$ cat src/rtl/wb_spi_master.sv
// wb_spi_master: Wishbone slave SPI master, one 8-bit full-duplex transfer per DATA write,
// programmable SCLK divider, all CPOL/CPHA modes, MSB/LSB-first, software chip selects.
module wb_spi_master #(
  parameter int NUM_CS      = 1,
  parameter int DIV_WIDTH   = 16,
  parameter int DEFAULT_DIV = 0
) (
  input  logic              wb_clk_i,
  input  logic              wb_rst_i,
  input  logic [2:0]        wb_adr_i,
  input  logic [31:0]       wb_dat_i,
  output logic [31:0]       wb_dat_o,
  input  logic [3:0]        wb_sel_i,
  input  logic              wb_we_i,
  input  logic              wb_cyc_i,
  input  logic              wb_stb_i,
  output logic              wb_ack_o,
  output logic              irq_o,
  output logic              spi_sclk_o,
  output logic              spi_mosi_o,
  input  logic              spi_miso_i,
  output logic [NUM_CS-1:0] spi_cs_n_o
);
  typedef enum logic {IDLE, RUN} state_t;
  state_t state_q, state_d;
  logic [DIV_WIDTH-1:0] div_q, div_d, dcnt_q, dcnt_d;
  logic [3:0] ecnt_q, ecnt_d, ctrl_q, ctrl_d;
  logic [NUM_CS-1:0] cs_q, cs_d;
  logic [7:0] tx_q, tx_d, rx_sh_q, rx_sh_d, rx_q, rx_d, rx_in, tx_sh, ld_sh;
  logic done_q, done_d, ovr_q, ovr_d, irq_q, irq_d, ack_q, ack_d;
  logic sclk_q, sclk_d, mosi_q, mosi_d;
  logic [31:0] dat_q, dat_d, rdata;
  logic req, wr, rd, run, tick, odd, last, sample, shift, lsb, cpha, tx_bit, ld_bit, unused_ok;

  assign req       = wb_cyc_i & wb_stb_i;
  assign wr        = ack_q & req & wb_we_i & wb_sel_i[0];
  assign rd        = ack_q & req & ~wb_we_i;
  assign run       = state_q == RUN;
  assign lsb       = ctrl_q[2];
  assign cpha      = ctrl_q[1];
  assign tick      = run && dcnt_q == div_q;
  assign odd       = ~ecnt_q[0];
  assign last      = tick && ecnt_q == 4'd15;
  // CPHA=0 samples on odd edges, CPHA=1 on even; the 16th edge never shifts in CPHA=0
  assign sample    = tick && (odd ^ cpha);
  assign shift     = tick && (cpha ? odd : !odd && !last);
  assign rx_in     = lsb ? {spi_miso_i, rx_sh_q[7:1]} : {rx_sh_q[6:0], spi_miso_i};
  assign tx_bit    = lsb ? tx_q[0] : tx_q[7];
  assign tx_sh     = lsb ? tx_q >> 1 : tx_q << 1;
  assign ld_bit    = lsb ? wb_dat_i[0] : wb_dat_i[7];
  assign ld_sh     = lsb ? wb_dat_i[7:0] >> 1 : wb_dat_i[7:0] << 1;
  assign unused_ok = ^{wb_sel_i[3:1], wb_dat_i};

  assign rdata = wb_adr_i == 3'd0 ? {24'd0, rx_q} :
                 wb_adr_i == 3'd1 ? {29'd0, ovr_q, done_q, run} :
                 wb_adr_i == 3'd2 ? {28'd0, ctrl_q} :
                 wb_adr_i == 3'd3 ? 32'(div_q) :
                 wb_adr_i == 3'd4 ? 32'(cs_q) : 32'd0;

  always_comb begin
    state_d = state_q;
    dcnt_d  = dcnt_q;
    ecnt_d  = ecnt_q;
    ctrl_d  = ctrl_q;
    div_d   = div_q;
    cs_d    = cs_q;
    tx_d    = tx_q;
    rx_sh_d = rx_sh_q;
    rx_d    = rx_q;
    done_d  = done_q;
    ovr_d   = ovr_q;
    mosi_d  = mosi_q;
    sclk_d  = run ? sclk_q ^ tick : ctrl_q[0];
    ack_d   = req & ~ack_q;
    dat_d   = ack_d ? rdata : 32'd0;
    irq_d   = ctrl_q[3] & done_q;
    if (run) begin
      dcnt_d = tick ? '0 : dcnt_q + DIV_WIDTH'(1);
      ecnt_d = ecnt_q + 4'(tick);
    end
    if (sample) rx_sh_d = rx_in;
    if (shift) begin
      mosi_d = tx_bit;
      tx_d   = tx_sh;
    end
    if (wr && wb_adr_i == 3'd0 && run) ovr_d = 1'b1;
    if (wr && wb_adr_i == 3'd0 && !run) begin
      state_d = RUN;
      tx_d    = cpha ? wb_dat_i[7:0] : ld_sh;
      mosi_d  = cpha ? mosi_q : ld_bit;
    end
    if (wr && wb_adr_i == 3'd1) begin
      done_d = done_q & ~wb_dat_i[1];
      ovr_d  = ovr_q & ~wb_dat_i[2];
    end
    if (wr && wb_adr_i == 3'd2 && !run) ctrl_d = wb_dat_i[3:0];
    if (wr && wb_adr_i == 3'd3 && !run) div_d = wb_dat_i[DIV_WIDTH-1:0];
    if (wr && wb_adr_i == 3'd4) cs_d = wb_dat_i[NUM_CS-1:0];
    if (rd && wb_adr_i == 3'd0) done_d = 1'b0;
    // completion is applied last so it beats a same-cycle DONE clear
    if (last) begin
      state_d = IDLE;
      rx_d    = sample ? rx_in : rx_sh_q;
      done_d  = 1'b1;
    end
  end

  always_ff @(posedge wb_clk_i) begin
    if (wb_rst_i) begin
      state_q <= IDLE;
      dcnt_q  <= '0;
      ecnt_q  <= '0;
      ctrl_q  <= '0;
      div_q   <= DIV_WIDTH'(DEFAULT_DIV);
      cs_q    <= '0;
      tx_q    <= '0;
      rx_sh_q <= '0;
      rx_q    <= '0;
      done_q  <= 1'b0;
      ovr_q   <= 1'b0;
      irq_q   <= 1'b0;
      ack_q   <= 1'b0;
      sclk_q  <= 1'b0;
      mosi_q  <= 1'b0;
      dat_q   <= '0;
    end else begin
      state_q <= state_d;
      dcnt_q  <= dcnt_d;
      ecnt_q  <= ecnt_d;
      ctrl_q  <= ctrl_d;
      div_q   <= div_d;
      cs_q    <= cs_d;
      tx_q    <= tx_d;
      rx_sh_q <= rx_sh_d;
      rx_q    <= rx_d;
      done_q  <= done_d;
      ovr_q   <= ovr_d;
      irq_q   <= irq_d;
      ack_q   <= ack_d;
      sclk_q  <= sclk_d;
      mosi_q  <= mosi_d;
      dat_q   <= dat_d;
    end
  end

  assign wb_dat_o   = dat_q;
  assign wb_ack_o   = ack_q;
  assign irq_o      = irq_q;
  assign spi_sclk_o = sclk_q;
  assign spi_mosi_o = mosi_q;
  assign spi_cs_n_o = ~cs_q;
endmodule

$ cat config.mk
export PLATFORM = sky130hd
export DESIGN_NAME = wb_spi_master
export DESIGN_NICKNAME = d
export VERILOG_FILES = /design/src/rtl/wb_spi_master.sv
export SDC_FILE = /design/constraint.sdc
export NUM_CORES = 1
export LEC_CHECK = 0
export BUFFER_PORTS_ARGS = -buffer_cell sky130_fd_sc_hd__buf_2
export CAP_MARGIN = 20
export CORE_MARGIN = 2
export CORE_UTILIZATION = 50
export DETAILED_ROUTE_END_ITERATION = 10
export PLACE_DENSITY = 0.74
export SYNTH_ARGS = -nofsm -noshare
export SYNTH_HDL_FRONTEND = slang
export SYNTH_SLANG_ARGS = --single-unit
$ cat constraint.sdc
create_clock -name wb_clk_i -period 3.88 [get_ports wb_clk_i]
set_input_delay 0.582 -clock wb_clk_i [delete_from_list [all_inputs] [get_ports wb_clk_i]]
set_output_delay 0.582 -clock wb_clk_i [all_outputs]
set_load 0.1 [all_outputs]
# --- Yosys cells after proc, flatten, opt, wreduce, memory -nomap -nowiden ---
# Cells that the tools add are included.
op_classes:
  add_sub_neg: 2
  eq_ne: 7
  mux: 25
  bitwise: 18
  n_reduce_logical: 26
op_table:
  columns: ["op", "count"]
  rows:
  - ["8-bit 2-to-1 mux", 10]
  - ["16-bit 2-to-1 mux", 2]
  - ["16-bit by 1-bit adder with 16-bit output (second input constant)", 1]
  - ["16-bit equality test", 1]
  - ["1-bit logical AND", 15]
  - ["1-bit 2-to-1 mux", 13]
  - ["1-bit AND", 9]
  - ["1-bit NOT", 7]
  - ["3-bit by 2-bit equality test with 1-bit output (second input constant)", 2]
  - ["6-bit OR reduction", 1]
  - ["5-bit OR reduction", 1]
  - ["4-bit by 1-bit adder with 4-bit output", 1]
  - ["4-bit equality test (second input constant)", 1]
  - ["2-bit nonzero test", 2]
  - ["2-bit OR reduction", 2]
  - ["3-bit by 1-bit equality test with 1-bit output (second input constant)", 1]
  - ["3-bit equality test (second input constant)", 1]
  - ["3-bit logical NOT", 1]
  - ["3-bit nonzero test", 1]
  - ["1-bit logical NOT", 2]
  - ["2-bit inequality test (second input constant)", 1]
  - ["2-bit AND reduction", 1]
  - ["1-bit bitwise XOR", 2]
totals:
  register_bits: 104
  input_bits: 45
  out_inout_bits: 37
  elab_cells: 96

# --- Logic depth before layout (Yosys ltp) ---
# Gate-level depths: netlist of the first run.
logic_depth:
  ltp_word: 9
  ltp_mapped: 11
  depth_no_buf: 10

# --- Worst setup path before layout of the first run ---
# Ideal clock, no wire load.
synth_path:
  path_type: "reg2reg"
  start: "register ack_q (netlist: wb_ack_o)"
  end: "register mosi_q (netlist: spi_mosi_o)"
  setup_ps: 124
  arrival_time_ps: 2495
  required_ps: 3756
  slack_ps: 1261
  path_stages_with_launch: 8
  path_buffers: 1
  period_less_slack_ps: 2619
  path_cell_list: "dfxtp_1 > nand3_1 > or2_1 > buf_2 > nor3_4 > mux4_2 > nand2b_1 > mux2i_1"
synth_between:
  elab_chain_len: 7
  word_cells_on_any_way: 9
  classes_between: "1 x eq/ne; 1 x mux; 3 x bitwise; 4 x reduce/logical"
synth_lines:
  columns: ["element", "line", "text"]
  rows:
  - ["start: declaration", "30", "logic done_q, done_d, ovr_q, ovr_d, irq_q, irq_d, ack_q, ack_d;"]
  - ["start signal: assignment", "139", "ack_q <= ack_d;"]
  - ["1-bit AND * (3 in a row)", "36", "assign wr = ack_q & req & wb_we_i & wb_sel_i[0];"]
  - ["1-bit logical AND * (2 in a row)", "87", "if (wr && wb_adr_i == 3'd0 && !run) begin"]
  - ["2-bit inequality test (no line) or 2-bit nonzero test (tied branches)", null, null]
  - ["2-bit AND reduction (no line)", null, null]
  - ["end signal: assignment", "141", "mosi_q <= mosi_d;"]
  - ["end: declaration", "31", "logic sclk_q, sclk_d, mosi_q, mosi_d;"]
# Mark *: on every way between the ends. The rest lies on a longest branch, timed or not.
# A chain may end at the register's enable or synchronous reset.

# --- Worst setup path in the final report of the first run ---
layout_path:
  start: "register ctrl_q[1]"
  end: "register tx_q[7]"
layout_between:
  elab_chain_len: 3
  word_cells_on_any_way: 5
  classes_between: "3 x mux; 2 x reduce/logical"
layout_lines:
  columns: ["element", "line", "text"]
  rows:
  - ["start: declaration", "27", "logic [3:0] ecnt_q, ecnt_d, ctrl_q, ctrl_d;"]
  - ["start signal: assignment", "130", "ctrl_q <= ctrl_d;"]
  - ["1-bit 2-to-1 mux", "46", "assign shift = tick && (cpha ? odd : !odd && !last);"]
  - ["1-bit logical AND", "46", null]
  - ["2-bit nonzero test (no line)", null, null]
  - ["end signal: assignment", "133", "tx_q <= tx_d;"]
  - ["end: declaration", "29", "logic [7:0] tx_q, tx_d, rx_sh_q, rx_sh_d, rx_q, rx_d, rx_in, tx_sh, ld_sh;"]
# Several ways; a longest one is shown, not always the timed one.

==> flow_summary_export.csv, run 1 <==
group,metric,value,unit
drt,drtIter0Drc,164,
pwr,vdd_drop_max,0.1854,mV
timing,finalHoldViolCount,0,
worst_setup_path,crit_path_max_fanout,19,
timing,tightest_slew,798.7,ps
pwr,comb_power_share,0.071,
pwr,total_power,1805,uW
synth,syn_inst,462,
worst_setup_path,cp.required,4170,ps
hold_path,hp-class,"primary input to register",
cells_and_area,syn2layout_area_growth,10.35,%
drt,viasPerCell,5.374,
floorplanning,start_util,0.5105,
drt,vias,3289,
pwr,power.internal,1358,uW
cells_and_area,stdcell_count,612,
global_route,grt_pass1_wl,15320,um
synth,synth_fa_ha_area_frac,0.008557,
global_route,antenna_found_initial,0,
synth,synth_top_family_by_area,"simple AND/OR/NAND/NOR gates",
clocking,ctsResizeCount,0,
drt,post_drt_wl_per_cell,15.06,um
pwr,switching_share,0.2477,
cells_and_area,drive_gt1_frac,0.2083,
synth,synth_top_area_share,0.4016,
clocking,cts_root_buffer,"clkbuf_8",
cells_and_area,finish.utilization,0.5633,
floorplanning,die_x,97.67,um
pwr,switchingPower,447.1,uW
timing,fin_crit_sh,0.6381,
clocking,clock_path_buffers,2,
cells_and_area,fin_area,0.004841,mm2
cells_and_area,fin_nets,547,
clocking,cts_hold_buf,0,
pwr,power_frac_seq,0.501,
place,placed_cell_area,0.004593,mm2
place,portBuffers,46,
timing,slew_headroom,0.4637,
synth,synth_edf_count,0,
worst_setup_path,crit_type,"register to register",
status,outcome,"complete, no violations",
timing,tns,0,ps
global_route,grt.total_usage,0.1991,
synth,avgSynthCellArea,9.495,um2
floorplanning,ios,82,
global_route,overflow,0,
drt,post-route-drc-count,0,
synth,synth.distinct_cells,56,
timing,slew_viol_final,0,
synth,synth_common_cells,"88 x dfxtp_1, 81 x nor2_1, 46 x mux2i_1",
timing,max_freq,0.4039,GHz
synth,synth_xor_area_frac,0.05961,
timing,final.setup_skew,11.33,ps
synth,synth-async-reset-ratio,0,
floorplanning,row_count,34,
place,dp_cells,596,
synth,ys.flop_type,"dfxtp_1",
synth,synth_simple_gate_area_share,0.2165,
global_route,grt_max_degree,58,
synth,ys_ff_latch,88,
synth,ys_warn_count,0,
timing,setup_violations,0,
synth,synth_top_area_cell,"dfxtp_1",
global_route,grt_pass1_vias,3221,
drt,antenna_left,0,
synth,synthMuxAreaShare,0.1760,
drt,wl,9214,um
pwr,power_density,372.8,mW/mm2
worst_setup_path,cp.arrival,2760,ps
synth,synth_compound_area_frac,0.07245,
timing,fin_crit,2476,ps
flow_run,cap_violations,0,
clocking,clk_latency,360,ps
clocking,htreeDepth,3,
clocking,cts_setup_buffers,0,
pwr,p_leak,0.001948,uW
synth,ys_seq_area_frac,0.4016,
timing,rsz0062_at_grt,"no",
synth,synth_most_common_cell,"dfxtp_1",
cells_and_area,antenna_cells,0,
floorplanning,coreArea,0.008593,mm2
worst_setup_path,endpoint_kind,"register",
place,dp_hpwl,6619,um
place,place_congestion,0.8291,
worst_setup_path,cp-start-kind,"register",
synth,yosys-top-cells-area,"dfxtp_1 40%, mux2i_1 10%, nor2_1 6.9%",
drt,drt_first_pass_iters,5,
clocking,cts_tree,"built",
clocking,clock-sinks,88,
floorplanning,dieArea,0.009538,mm2
synth,syn-cell-area,0.004387,mm2
clocking,clk_pin_slew,90,ps
floorplanning,dieHeight,97.67,um
clocking,cts_buffers,9,
pwr,clkPwrFrac,0.428,
## cell type report
| type | instances | area, um2 |
|---|---|---|
| clock buffers | 9 | 123.9 |
| clock inverters | 7 | 123.9 |
| fillers | 772 | 3752 |
| inverters | 10 | 37.54 |
| multi-input cells | 340 | 2399 |
| flip-flops and latches | 88 | 1762 |
| well taps | 108 | 135.1 |
| repair buffers | 50 | 260.3 |
## per-layer routing
layer / global-route usage / routed length [um] / vias up
met4: 0.07372 / 196 / 0
met3: 0.04676 / 371 / 16
met5: 0 / 0 / -
li1: - / - / 1631
met1: 0.2463 / 4066 / 1562
met2: 0.3374 / 4580 / 80
## registers in the layout, indices dropped and copies added, names as in the netlist
| name | flops |
|---|---|
| ctrl_q | 4 |
| run | 1 |
| cs_q | 1 |
| done_q | 1 |
| rx_sh_q | 8 |
| tx_q | 8 |
| dcnt_q | 16 |
| rx_q | 8 |
| wb_ack_o | 1 |
| wb_dat_o | 16 |
| spi_mosi_o | 1 |
| ecnt_q | 4 |
| div_q | 16 |
| ovr_q | 1 |
| spi_sclk_o | 1 |
| irq_o | 1 |
## power by group through the flow
stage,Combinational [uW],Clock (uW),Sequential [uW]
final,128,773,903
after global routing,135,831,904
after CTS,128,788,903
after detailed placement,128,0,925
after global placement,127,0,925
after floorplan,110,0,928
## logic make-up (layout without fill, tap and decap cells)
family,after synthesis,count (layout)
xor gates and xnor gates,29,29
and+or+nand+nor,178,178
other,1,16
DFF,88,88
adders and majority gates,3,3
buffers and inverters,49,76
AOI/OAI and AO/OA,45,45
muxes,69,69
## path summary, 6_finish.rpt
check                                 start     endpoint  slack, ps  depth (start not counted)
worst max-delay path              ctrl_q[1]      tx_q[7]       1400                          5
worst max register to register    ctrl_q[1]      tx_q[7]       1400                          5
worst min register to register      rx_q[5]  wb_dat_o[5]        470                          1
worst min-delay path            wb_dat_i[8]     div_q[8]        460                          3
## metrics by stage
step / setup WS [ps] / hold slack, ps
5_1_grt: 1223 / 455.1
3_3_place_gp: 1475 / 455.9
4_1_cts: 1420 / 451.3
2_1_floorplan: 1261 / 422.7
3_5_place_dp: 1457 / 465.3
6_report: 1404 / 458.6
## cells in the final DEF (no fill, tap or decap), drive strengths merged, types with 2 or more instances in the layout
cell type  instances
nor3              16
o22ai              2
mux2              21
nand3b             2
clkbuf             9
buf               50
or3                2
dfxtp             88
a21oi             13
mux4               2
conb              16
nand3             17
bufinv             3
mux2i             46
a2bb2oi            6
o21ai              6
ha                 3
and2               8
nand4              8
and3               2
or2                2
and2b              8
xor2              15
xnor2             14
nor2              82
nand2b             7
o22a               2
a22oi              2
nand2             19
a22o               4
inv               13
o221a              2
nor4               2
## critical path, cell delays in order, from the launching register on
cell and delay (ps):
dfxtp_1 800, xor2_1 580, and2_1 260, nand4_4 250, o32a_1 370, a21oi_1 140
(Power assumes the default switching activity.)
==> run 2: changes to the inputs <==
--- a/config.mk
+++ b/config.mk
@@ -5,12 +5,13 @@
 export SDC_FILE = /design/constraint.sdc
 export NUM_CORES = 1
 export LEC_CHECK = 0
+export ABC_AREA = 1
 export BUFFER_PORTS_ARGS = -buffer_cell sky130_fd_sc_hd__buf_2
 export CAP_MARGIN = 20
 export CORE_MARGIN = 2
 export CORE_UTILIZATION = 50
 export DETAILED_ROUTE_END_ITERATION = 10
-export PLACE_DENSITY = 0.74
+export PLACE_DENSITY = 0.77
 export SYNTH_ARGS = -nofsm -noshare
 export SYNTH_HDL_FRONTEND = slang
 export SYNTH_SLANG_ARGS = --single-unit
==> constraint.sdc (replaced) <==
create_clock -name wb_clk_i -period 2.2 [get_ports wb_clk_i]
set_input_delay 0.33 -clock wb_clk_i [delete_from_list [all_inputs] [get_ports wb_clk_i]]
set_output_delay 0.33 -clock wb_clk_i [all_outputs]
set_load 0.1 [all_outputs]
==> run 2 against run 1 <==
Effect of this change:
- clock power increased by 46%
- via count increased by 26%
- hold slack got worse by 220 ps
- cell area up 0.23%
- die area down 0.46%
- core utilization is 0.13 points higher
- routed wire length rose by 15%
- synthesized cell count up 31%
- first-iteration DRC count rose by 61%
- non-clock buffer count grew 9
==> flow_summary_export.csv, run 2 <==
group,metric,value,unit
status,outcome,"complete, no violations",
synth,syn-cell-area,0.004365,mm2
timing,fin_crit_sh,0.8980,
timing,slew_viol_final,0,
floorplanning,dieHeight,97.44,um
timing,finalHoldViolCount,0,
clocking,cts_setup_buffers,0,
global_route,grt_pass1_vias,3812,
drt,drtIter0Drc,264,
worst_setup_path,startpoint,"dcnt_q[7]",
clocking,htreeDepth,3,
worst_setup_path,r2r_cells,11,
pwr,vdd_drop_max,0.3409,mV
clocking,cts_hold_buf,0,
drt,met1Wirelength,4607,um
place,dp_cells,751,
clocking,clk_latency,370,ps
synth,synth_top_area_share,0.4036,
clocking,clk_pin_slew,90,ps
worst_setup_path,critical_path.cell_chain,"inv_2, nand2_2, nand2_1, clkinv_1, nand2_1, nor2_2, nand3_4, nor2_8, nand2_1, o21ai_2, nor2_1",
synth,synth-async-reset-ratio,0,
clocking,cts_buffers,9,
timing,fin_crit,1976,ps
clocking,cts_root_buffer,"clkbuf_8",
floorplanning,start_util,0.5080,
global_route,grt_pass1_wl,17710,um
timing,final.setup_skew,9.304,ps
synth,synth.distinct_cells,39,
synth,ys_warn_count,0,
drt,post-route-drc-count,0,
worst_setup_path,worst_r2r_endpoint,"rx_sh_q[0]",
floorplanning,dieArea,0.009495,mm2
timing,setup_violations,0,
drt,post_drt_wl_per_cell,13.79,um
pwr,p_leak,0.002040,uW
global_route,grt_max_degree,33,
clocking,ctsResizeCount,0,
cells_and_area,layout_commonest_cell,"nand2_1",
floorplanning,die_x,97.44,um
synth,avgSynthCellArea,7.192,um2
worst_setup_path,crit_end,"rx_sh_q[0]",
hold_path,hp-class,"primary input to register",
cells_and_area,stdcell_count,767,
place,dp_hpwl,7916,um
worst_setup_path,r2r_slack,220,ps
synth,synth_most_common_cell,"nand2_1",
drt,route.top_layer_used,"met4",
synth,syn_inst,607,
drt,viasPerCell,5.417,
floorplanning,coreArea,0.008593,mm2
pwr,power_density,608.7,mW/mm2
clocking,clock_path_buffers,2,
worst_setup_path,critPathMostFrequentCell,"nand2_1",
worst_setup_path,cp.required,2440,ps
drt,wl_met2,5205,um
flow_run,cap_violations,0,
worst_setup_path,slowest_stage,"dfxtp_1",
synth,synth_common_cells,"126 x nand2_1, 88 x dfxtp_1, 58 x inv_1, 58 x o21ai_0, 57 x nor2_1",
cells_and_area,register_area,0.001763,mm2
pwr,total_power,2954,uW
synth,ys.flop_type,"dfxtp_1",
cells_and_area,multiInputGateArea,0.002173,mm2
cells_and_area,layout_common_cells,"126 x nand2_1, 87 x dfxtp_1, 58 x inv_1, 58 x o21ai_0, 56 x nor2_1",
synth,synth_top_area_cell,"dfxtp_1",
drt,drt_first_pass_iters,5,
drt,wl,10580,um
global_route,antenna_found_initial,0,
worst_setup_path,cp.arrival,2220,ps
clocking,clock-sinks,88,
drt,vias,4155,
worst_setup_path,r2r_start,"dcnt_q[7]",
cells_and_area,drive_gt1_frac,0.1654,
global_route,overflow,0,
cells_and_area,fin_nets,702,
synth,ys_seq_area_frac,0.4036,
timing,max_freq,0.5062,GHz
cells_and_area,syn2layout_area_growth,11.15,%
place,place_congestion,0.9045,
worst_setup_path,slowest_delay,450,ps
cells_and_area,antenna_cells,0,
synth,yosys-top-cells-area,"dfxtp_1 40%, nand2_1 11%, o21ai_0 6.6%",
worst_setup_path,crit_type,"register to register",
worst_setup_path,cp-start-kind,"register",
worst_setup_path,crit_path_max_fanout,14,
worst_setup_path,endpoint_kind,"register",
synth,ys_ff_latch,88,
cells_and_area,fillers,818,
floorplanning,ios,82,
global_route,grt.total_usage,0.2276,
drt,antenna_left,0,
drt,met3_length,573,um
place,portBuffers,46,
synth,synth_edf_count,0,
floorplanning,row_count,34,
clocking,cts_tree,"built",
==> run 2: changes by cell type after synthesis, moves of 8 or more <==
cell	before	now
xnor2_1	13	3
o21ai_0	6	58
inv_1	10	58
xor2_1	15	3
o211ai_1	1	10
mux2_4	8	0
a21oi_1	13	43
mux2_2	13	0
mux2i_1	46	6
nand3_1	16	31
nor2_1	81	57
a21oi_2	0	8
nand2_1	19	126
o21ai_2	0	9
==> run 2: stage by stage <==
step | worst slack (ps) | hold slack, ps | area [um2] | setup TNS [ps] | util
global route | -27.66 | 263.5 | 4852 | -27.66 | 0.5646
finish | 224.4 | 242.1 | 4852 | 0 | 0.5646
global placement | 279.1 | 449.8 | 4652 | 0 | 0.5414
floorplan | 263.4 | 423.3 | 4423 | 0 | -
detailed placement | 267.9 | 458.7 | 4652 | 0 | 0.5414
CTS | 247.7 | 235.7 | 4850 | 0 | 0.5644
==> run 2: cells by family after synthesis <==
logic type	synth area share
other cells	0.0008590
fa+ha+maj	0.008599
simple gates	0.2565
buf+inv	0.1121
xor+xnor	0.01204
compound gates	0.1926
mux	0.01376
flops	0.4036
==> run 2: area by class of cell <==
class / instances / share of cell area
multi-input combinational: 428 / 0.4479
sequential: 88 / 0.3633
timing repair buffer: 59 / 0.06756
inverter: 68 / 0.05260
clock buffer: 11 / 0.02914
tap: 108 / 0.02785
clock inverter: 5 / 0.01160
==> run 2: how the worst min path moves through the flow <==
| stage | cells after the start | from | slack, ps | endpoint |
|---|---|---|---|---|
| 6_report | 3 | wb_dat_i[13] | 240 | div_q[13] |
| 3_5_place_dp | 2 | ctrl_q[0] | 460 | ctrl_q[0] |
| 4_1_cts | 3 | wb_dat_i[13] | 240 | div_q[13] |
| 2_1_floorplan | 2 | done_q | 420 | irq_o |
| 3_3_place_gp | 2 | ovr_q | 450 | ovr_q |
| 5_1_grt | 3 | wb_dat_i[13] | 260 | div_q[13] |
==> run 2: worst max-delay path: cells and delay by family (launching register included) <==
kind	cells	cell delay [ps]
buffers and inverters	2	150
DFF	1	450
AOI/OAI and AO/OA	1	110
and+or+nand+nor	8	1150
==> run 2: per-layer routing <==
layer / track usage / vias up
li1: - / 2070
met1: 0.2892 / 1934
met2: 0.3883 / 132
met3: 0.03813 / 19
met4: 0.08333 / 0
met5: 0 / -
==> run 2: power by group <==
part           switching [uW]  internal, uW  leakage, uW
registers                1.07          1590     0.000709
logic                     194          37.6      0.00123
clock network             574           554    0.0000993
